--- src/rtl/demux_dispatch_sched_pkg.sv ---
// Shared lane geometry and helpers for the round-robin dispatch scheduler.
package demux_dispatch_sched_pkg;

    localparam int unsigned NUM_LANES = 4;
    localparam int unsigned LANE_W    = 2;
    localparam int unsigned OCC_W     = 4;

    typedef logic [LANE_W-1:0]    lane_idx_t;
    typedef logic [NUM_LANES-1:0] lane_vec_t;

    function automatic lane_vec_t lane_onehot(input lane_idx_t idx);
        lane_vec_t v;
        v      = '0;
        v[idx] = 1'b1;
        return v;
    endfunction

endpackage

--- src/rtl/rr_pick4.sv ---
// Combinational round-robin picker: first requesting lane at or after ptr.
module rr_pick4
    import demux_dispatch_sched_pkg::*;
(
    input  logic [3:0] req,
    input  logic [1:0] ptr,
    output logic [1:0] gnt_idx,
    output logic       any
);

    lane_idx_t idx;

    // Walk from farthest to nearest so the nearest requester wins.
    always_comb begin
        gnt_idx = '0;
        any     = 1'b0;
        idx     = '0;
        for (int unsigned k = NUM_LANES; k > 0; k--) begin
            idx = ptr + lane_idx_t'(k - 1);
            if (req[idx]) begin
                gnt_idx = idx;
                any     = 1'b1;
            end
        end
    end

endmodule

--- src/rtl/demux_dispatch_sched.sv ---
// One-entry dispatch register feeding a 1-to-4 demux, with round-robin lane
// choice and per-lane occupancy counters.
module demux_dispatch_sched
    import demux_dispatch_sched_pkg::*;
#(
    parameter int unsigned WIDTH = 32,
    parameter int unsigned OCC   = 2
) (
    input  logic             clk,
    input  logic             reset,
    input  logic             in_valid,
    input  logic [WIDTH-1:0] in_data,
    output logic             in_ready,
    input  logic [3:0]       lane_ready,
    output logic [3:0]       lane_valid,
    output logic [1:0]       demux_sel,
    output logic [WIDTH-1:0] demux_data,
    output logic [3:0]       lane_busy
);

    logic             full_q, full_d;
    lane_idx_t        tgt_q, tgt_d;
    lane_idx_t        ptr_q, ptr_d;
    logic [WIDTH-1:0] data_q, data_d;
    logic [OCC_W-1:0] cnt_q [NUM_LANES];
    logic [OCC_W-1:0] cnt_d [NUM_LANES];

    lane_vec_t busy;
    lane_vec_t free;
    logic      done;
    logic      load;
    logic      pick_any;
    lane_idx_t pick_idx;

    // The pending lane is not free even if it accepts this cycle: it turns busy.
    always_comb begin
        busy = '0;
        free = '0;
        for (int unsigned i = 0; i < NUM_LANES; i++) begin
            busy[i] = (cnt_q[i] != '0);
            free[i] = !busy[i] && !(full_q && (tgt_q == lane_idx_t'(i)));
        end
    end

    rr_pick4 u_pick (
        .req     (free),
        .ptr     (ptr_q),
        .gnt_idx (pick_idx),
        .any     (pick_any)
    );

    assign done     = full_q && lane_ready[tgt_q];
    assign in_ready = !reset && (!full_q || done) && pick_any;
    assign load     = in_valid && in_ready;

    always_comb begin
        full_d = full_q;
        tgt_d  = tgt_q;
        ptr_d  = ptr_q;
        data_d = data_q;
        for (int unsigned i = 0; i < NUM_LANES; i++) begin
            cnt_d[i] = cnt_q[i];
            if (done && (tgt_q == lane_idx_t'(i))) begin
                cnt_d[i] = OCC_W'(OCC);
            end else if (busy[i]) begin
                cnt_d[i] = cnt_q[i] - 1'b1;
            end
        end
        if (load) begin
            full_d = 1'b1;
            tgt_d  = pick_idx;
            ptr_d  = pick_idx + 1'b1;
            data_d = in_data;
        end else if (done) begin
            full_d = 1'b0;
        end
    end

    always_ff @(posedge clk) begin
        if (reset) begin
            full_q <= 1'b0;
            tgt_q  <= '0;
            ptr_q  <= '0;
            data_q <= '0;
            for (int unsigned i = 0; i < NUM_LANES; i++) begin
                cnt_q[i] <= '0;
            end
        end else begin
            full_q <= full_d;
            tgt_q  <= tgt_d;
            ptr_q  <= ptr_d;
            data_q <= data_d;
            for (int unsigned i = 0; i < NUM_LANES; i++) begin
                cnt_q[i] <= cnt_d[i];
            end
        end
    end

    assign lane_valid = (full_q && !reset) ? lane_onehot(tgt_q) : '0;
    assign demux_sel  = reset ? '0 : tgt_q;
    assign demux_data = reset ? '0 : data_q;
    assign lane_busy  = reset ? '0 : busy;

endmodule

--- config.mk ---
export PLATFORM = sky130hd
export DESIGN_NAME = demux_dispatch_sched
export DESIGN_NICKNAME = d
export VERILOG_FILES = /design/src/rtl/demux_dispatch_sched_pkg.sv /design/src/rtl/rr_pick4.sv /design/src/rtl/demux_dispatch_sched.sv
export SDC_FILE = /design/constraint.sdc
export NUM_CORES = 1
export LEC_CHECK = 0
export BUFFER_PORTS_ARGS = -buffer_cell sky130_fd_sc_hd__buf_2
export CORE_AREA = 5 5 73 75
export CTS_BUF_LIST = sky130_fd_sc_hd__clkbuf_16
export CTS_CLUSTER_SIZE = 20
export DETAILED_ROUTE_END_ITERATION = 10
export DIE_AREA = 0 0 78 80
export GPL_TIMING_DRIVEN = 0
export PLACE_DENSITY = 0.83
export SLEW_MARGIN = 20
export SYNTH_ARGS = -nofsm -noshare
export SYNTH_HDL_FRONTEND = slang
export SYNTH_SLANG_ARGS = --single-unit
--- constraint.sdc ---
create_clock -name clk -period 4.48 [get_ports clk]
set_input_delay 0.672 -clock clk [delete_from_list [all_inputs] [get_ports clk]]
set_output_delay 0.672 -clock clk [all_outputs]
set_load 0.005 [all_outputs]
==> reports/results.ini, run 1 <==
[pwr]
p_sw_share_pct = 22.8
total_power_mw = 1.05
combPwrFrac_pct = 11.5
power_leakage_nw = 1.56
seqPwrFrac_pct = 47.6
power_density_nw_per_um2 = 344
power.internal_mw = 0.811
clkPwrFrac_pct = 40.9
switchingPower_mw = 0.239
peakVddDrop_v = 0.000241

[yosys]
synth_edf_count = 0
ys_async_sr_fraction_pct = 0
syn_nets = 310
synth_top_family_by_area = simple AND/OR/NAND/NOR gates
syn-cell-area_um2 = 2410
synth_xor_area_share_pct = 0.363
synth.avg_cell_area_um2 = 8.91
yosysUniqueCellTypes = 36
syn_inst = 271
ys_warn_count = 0
dominantRegCellSynth = dfxtp_1
synth_mux_area_share_pct = 15.0
ys_seq_elements = 53
synth_fa_ha_area_share_pct = 0
ys_seq_area_share_pct = 43.9
synthSimpleGateAreaFrac_pct = 28.2
synth_compound_area_share_pct = 8.55

[die]
fp.coreArea_um2 = 4600
row_count = 25
die_y_um = 80
start_util_pct = 52.5
die_area_um2 = 6240
pin_count = 82
die_w_um = 78

[critical_path]
crit_arrival_ps = 2060
cp-start-kind = primary input
timing.rr.end = data_q[8]$_SDFFE_PP0P_
r2r_start = cnt_q[0][1]$_SDFFE_PP0P_
crit_start = reset
critPathMaxFanout = 10
cp.depth = 5
end_kind = output port
ff2ff_path_depth = 9
slowest_stage = clkbuf_1
rrSetupSlack_ps = 2010
cpMostUsedCell = clkbuf_1
path_delay_family = buffers and inverters
critical_path_class = primary input to output port
critPathCapture = lane_busy[1]
crit_chain = clkbuf_1, clkbuf_1, clkbuf_1, nor2_1, buf_2
max_stage_delay_ps = 420
crit_required_ps = 3810
critPathBufInv = 4

[run_status]
status = complete, no violations

[timing]
hold_viol = 0
final-setup-viol-count = 0
fmax_ghz = 0.366
holdWs_ps = 487
finalCritPeriodShare_pct = 61.0
post-route-min-period_ps = 2730
slew-limit-headroom_pct = 57.4
fin_ws_ps = 1750
rsz0062_at_grt = no
setup_tns_ps = 0
fin_skew_ps = 2.74
tightest_slew_ps = 633
drv_slew = 0

[flow_run]
maxCapViolations = 0

[place]
gp_congestion = 0.829
port_buffers = 80
dp_slack_ps = 1740
post-dp-hpwl_mm = 4.29
dp_cells = 405

[finish]
multiInputGateArea_um2 = 1260
seq_area_um2 = 1060
syn_to_final_growth_pct = 26.3
layout_common_cells = buf_2 (84), nor2_1 (53), dfxtp_1 (53)
drive_gt1_share_pct = 27.6
final_common_cell = buf_2
layoutNonFillerInstCount = 413
fillCellCount = 371
n_antenna_cell = 0
finalNetCount = 397

[detailed_routing]
via_count = 2156
drt_pass1_iterations = 4
drc_errors = 0
ant_nets = 0
routed_wl_mm = 5.63
first_iter_violations = 86
viasPerCell = 5.22
avgRoutedWirePerCell_um = 13.6

[grt]
grt_max_degree = 17
grt_pass1_wl_mm = 9.39
first_global_vias = 2126
grt_overflow = 0
antenna_found_initial = 0
track_usage_pct = 18.6

[clock_network]
clkLatencyLatePin_ps = 290
clockBufferDepth = 2
htreeDepth = 2
clkSinkCount = 53
ctsHoldBuffers = 0
cts_setup_buffers = 0
cts_resized = 0
cts_made_buffers = 5
cts_tree = built
root_buffer = clkbuf_16
path_clk_slew_ps = 60

[worst_hold_path]
hp-class = flop to flop

## final cells by class
class	count	area share, %
buffer	18	2.87
clock buffer	5	4.10
clock inverter	3	1.35
inverter	2	0.246
multi-input combinational	198	41.3
sequential	53	34.8
tap	54	2.22
timing repair buffer	80	13.1
## routing by layer
metal / vias to the layer above / part of all wire (%) / wire [um] / global-route usage, %
met5: - / 0 / 0 / 0
li1: 1094 / - / - / -
met4: 0 / 0.87 / 49 / 5.07
met3: 5 / 9.1 / 511 / 8.35
met1: 996 / 42 / 2380 / 21.6
met2: 61 / 48 / 2690 / 31.1
## synthesized netlist by cell type (all sizes together), types with 2 or more instances
cell type	number	area share (%)
nor4	4	2.2
nand3b	5	1.6
mux2i	34	14
nand4b	2	0.73
o21ai	11	2.3
nor3	8	1.7
a221oi	2	0.73
o31ai	3	0.93
inv	2	0.31
dfxtp	53	44
nand2b	3	0.78
nor2b	35	9.1
nand3	2	0.41
clkbuf	12	1.9
nand2	11	1.7
o211ai	2	0.62
a31oi	2	0.52
nor2	53	8.2
a21oi	9	2.0
buf	6	1.8
## sequential cells by signal, summed over array words and instances (netlist names)
signal,cells
full_q,1
ptr_q,2
cnt_q,16
data_q,32
tgt_q,2
## worst min path at each step
| stage | startpoint | endpoint | slack [ps] | depth (start not counted) |
|---|---|---|---|---|
| 2_1_floorplan | cnt_q[1][3]$_SDFFE_PP0P_ | cnt_q[1][3]$_SDFFE_PP0P_ | 450 | 2 |
| 3_3_place_gp | data_q[29]$_SDFFE_PP0P_ | data_q[29]$_SDFFE_PP0P_ | 470 | 2 |
| 3_5_place_dp | data_q[4]$_SDFFE_PP0P_ | data_q[4]$_SDFFE_PP0P_ | 470 | 2 |
| 4_1_cts | cnt_q[0][3]$_SDFFE_PP0P_ | cnt_q[0][3]$_SDFFE_PP0P_ | 490 | 2 |
| 5_1_grt | cnt_q[1][3]$_SDFFE_PP0P_ | cnt_q[1][3]$_SDFFE_PP0P_ | 510 | 2 |
| 6_report | data_q[16]$_SDFFE_PP0P_ | data_q[16]$_SDFFE_PP0P_ | 490 | 2 |
## power by group through the flow
stage	clock network, mW	logic [mW]	registers [mW]
3_3_place_gp	0	0.119	0.508
2_1_floorplan	0	0.0800	0.507
5_1_grt	0.458	0.136	0.501
3_5_place_dp	0	0.121	0.510
4_1_cts	0.437	0.122	0.499
6_report	0.430	0.121	0.499
## worst reg2reg max path: stages, from the launching register on
cell and delay [ps]:
dfxtp_1 360, nor4_2 470, o21ai_0 160, o2111a_1 190
or4b_1 510, clkbuf_1 140, buf_6 160, buf_6 160
mux2i_1 160, nor2_1 50
## metrics by stage
step / instance area (um^2) / utilization (%)
floorplan: 2410 / -
global placement: 2880 / 62.7
detailed placement: 2880 / 62.7
CTS: 3050 / 66.3
global route: 3050 / 66.3
finish: 3050 / 66.3
## cells by family after synthesis
logic type      Yosys count
xor+xnor                  1
buf+inv                  20
flops                    53
mux                      35
simple gates            129
compound gates           33
No activity file was read; power rests on OpenSTA's default activity.
==> run 2, diff against run 1 <==
Settings changed: ABC_AREA set to 1, CORE_AREA 5 5 73 75 to 5 5 77 79, DIE_AREA 0 0 78 80 to 0 0 82 84, PLACE_DENSITY 0.83 to 0.76.
Clock period 4.48 ns to 2.85 ns, I/O delays scaled along.
==> reports/results.ini, run 2 <==
[run_status]
status = complete, no violations

[detailed_routing]
drc_errors = 0
viasPerCell = 4.86
routed_wl_mm = 6.19
avgRoutedWirePerCell_um = 11.9
drt_pass1_iterations = 4
ant_nets = 0
first_iter_violations = 127
via_count = 2521

[pwr]
combPwrFrac_pct = 22.7
clkPwrFrac_pct = 34.3
power_density_nw_per_um2 = 614
total_power_mw = 1.92
seqPwrFrac_pct = 43.0
p_sw_share_pct = 28.7
switchingPower_mw = 0.552
peakVddDrop_v = 0.000320
power.internal_mw = 1.37
power_leakage_nw = 1.54

[timing]
fmax_ghz = 0.440
holdWs_ps = 403
final-setup-viol-count = 0
tightest_slew_ps = 560
fin_skew_ps = 6.09
slew-limit-headroom_pct = 62.6
drv_slew = 0
setup_tns_ps = 0
rsz0062_at_grt = no
post-route-min-period_ps = 2270
hold_viol = 0
finalCritPeriodShare_pct = 79.7

[clock_network]
path_clk_slew_ps = 70
clkSinkCount = 53
ctsHoldBuffers = 0
clkLatencyLatePin_ps = 290
root_buffer = clkbuf_16
cts_tree = built
cts_resized = 0
htreeDepth = 2
cts_made_buffers = 5
cts_setup_buffers = 0
clockBufferDepth = 2

[yosys]
syn_nets = 397
synth_top_area_share_pct = 43.0
ys_async_sr_fraction_pct = 0
synth.avg_cell_area_um2 = 6.90
syn_inst = 358
synth_top_cell_by_area = dfxtp_1
ys_warn_count = 0
ys_seq_area_share_pct = 43.0
synthTopCellsByArea = dfxtp_1 (43%), nor2_1 (9.0%), inv_1 (8.1%)
ys_seq_elements = 53
synth_edf_count = 0
yosysUniqueCellTypes = 26
yosysMostFrequentCell = nor2_1
dominantRegCellSynth = dfxtp_1
synthTopCellsByCount = nor2_1 (59), dfxtp_1 (53), inv_1 (53)
syn-cell-area_um2 = 2470

[grt]
first_global_vias = 2491
antenna_found_initial = 0
grt_overflow = 0
grt_max_degree = 16
track_usage_pct = 19.0
grt_pass1_wl_mm = 10.5

[critical_path]
cpMostUsedCell = nand3_1
slowest_stage = dfxtp_1
crit_required_ps = 2420
crit_arrival_ps = 1840
ff2ff_path_depth = 11
cp-start-kind = flop
r2r_start = tgt_q[0]$_SDFFE_PP0P_
max_stage_delay_ps = 470
crit_start = tgt_q[0]$_SDFFE_PP0P_
critical_path_class = flop to output port
critPathMaxFanout = 7
crit_chain = nand3_1, nand3_1, nand2_1, nand3_1, inv_2, nor2_1, nand2_2, nand2_1, inv_1, buf_2
rrSetupSlack_ps = 940
end_kind = output port
critPathCapture = in_ready
timing.rr.end = data_q[2]$_SDFFE_PP0P_

[place]
port_buffers = 81
post-dp-hpwl_mm = 4.83
dp_cells = 511
post_dp_cell_area_um2 = 2970
gp_congestion = 0.873

[die]
row_count = 27
pin_count = 82
fp.coreArea_um2 = 5270
die_y_um = 84
die_area_um2 = 6890
start_util_pct = 46.9
die_w_um = 82

[finish]
final_common_cell = buf_2
largest_reg_flops = 32
layoutNonFillerInstCount = 519
layout_common_cells = buf_2 (84), nor2_1 (59), inv_1 (54)
finalNetCount = 485
top_register = data_q
syn_to_final_growth_pct = 26.6
fillCellCount = 500
stdcell_area_um2 = 3130
n_antenna_cell = 0
drive_gt1_share_pct = 24.8
top_regs = data_q x32, cnt_q x16

[flow_run]
maxCapViolations = 0

[worst_hold_path]
hp-class = primary input to flop
holdPathStages = 3

[run 2: changes by cell type after synthesis, sizes merged, moves of 4 or more]
cell    previous run  this run
inv                2        56
nand2             11        50
a21oi              9        47
nor2b             35         0
mux2i             34         0
o21ai             11        37
nand3              2        20
clkbuf            12         5
nor2              53        60
buf                6        12
nor4               4         0
[run 2: final cells by class]
class / count / area, um^2 / share of cell area [%]
Buffer: 17 / 93.8 / 3.00
Tap cell: 72 / 90.1 / 2.88
Multi-Input combinational cell: 232 / 1100 / 35.3
Sequential cell: 53 / 1060 / 33.9
Timing Repair Buffer: 81 / 405 / 13.0
Inverter: 56 / 210 / 6.72
Clock inverter: 3 / 37.5 / 1.20
Clock buffer: 5 / 125 / 4.00
[run 2: cells by family (layout without fill, tap and decap cells)]
logic type / count (synthesis) / count (layout) / synth area share, %
flops: 53 / 53 / 43.0
compound gates: 89 / 89 / 20.0
simple gates: 142 / 142 / 24.4
buf+inv: 73 / 162 / 12.3
xor+xnor: 1 / 1 / 0.355
[run 2: how the worst min path moves through the flow]
stage	end	slack, ps	startpoint
6_report	data_q[17]$_SDFFE_PP0P_	400	in_data[17]
5_1_grt	data_q[25]$_SDFFE_PP0P_	410	in_data[25]
4_1_cts	data_q[17]$_SDFFE_PP0P_	400	in_data[17]
3_5_place_dp	data_q[27]$_SDFFE_PP0P_	450	data_q[27]$_SDFFE_PP0P_
3_3_place_gp	data_q[24]$_SDFFE_PP0P_	440	data_q[24]$_SDFFE_PP0P_
2_1_floorplan	data_q[6]$_SDFFE_PP0P_	430	data_q[6]$_SDFFE_PP0P_
[run 2: metrics by stage]
stage | util (%) | worst slack (ps)
2_1_floorplan | - | 1210
3_3_place_gp | 56.3 | 693
3_5_place_dp | 56.3 | 721
4_1_cts | 59.4 | 593
5_1_grt | 59.4 | 387
6_report | 59.4 | 580
[run 2: power by group through the flow]
| stage | sequential [mW] | combinational, mW | clock (mW) |
|---|---|---|---|
| floorplan | 0.835 | 0.315 | 0 |
| global placement | 0.840 | 0.425 | 0 |
| detailed placement | 0.841 | 0.434 | 0 |
| CTS | 0.825 | 0.437 | 0.674 |
| global route | 0.831 | 0.501 | 0.704 |
| finish | 0.825 | 0.436 | 0.659 |
[run 2: layer usage]
layer / share of wire [%] / routed length (um) / track usage, % / vias up
li1: - / - / - / 1305
met1: 44 / 2730 / 23.6 / 1133
met2: 47 / 2880 / 32.4 / 76
met3: 8.4 / 517 / 5.08 / 7
met4: 0.92 / 57 / 4.08 / 0
met5: 0 / 0 / 0 / -
[run 2: critical path, delay by kind of cell, from the launching register on]
family	cells	cell delay, ps
buf+inv	3	210
flops	1	470
simple gates	7	870
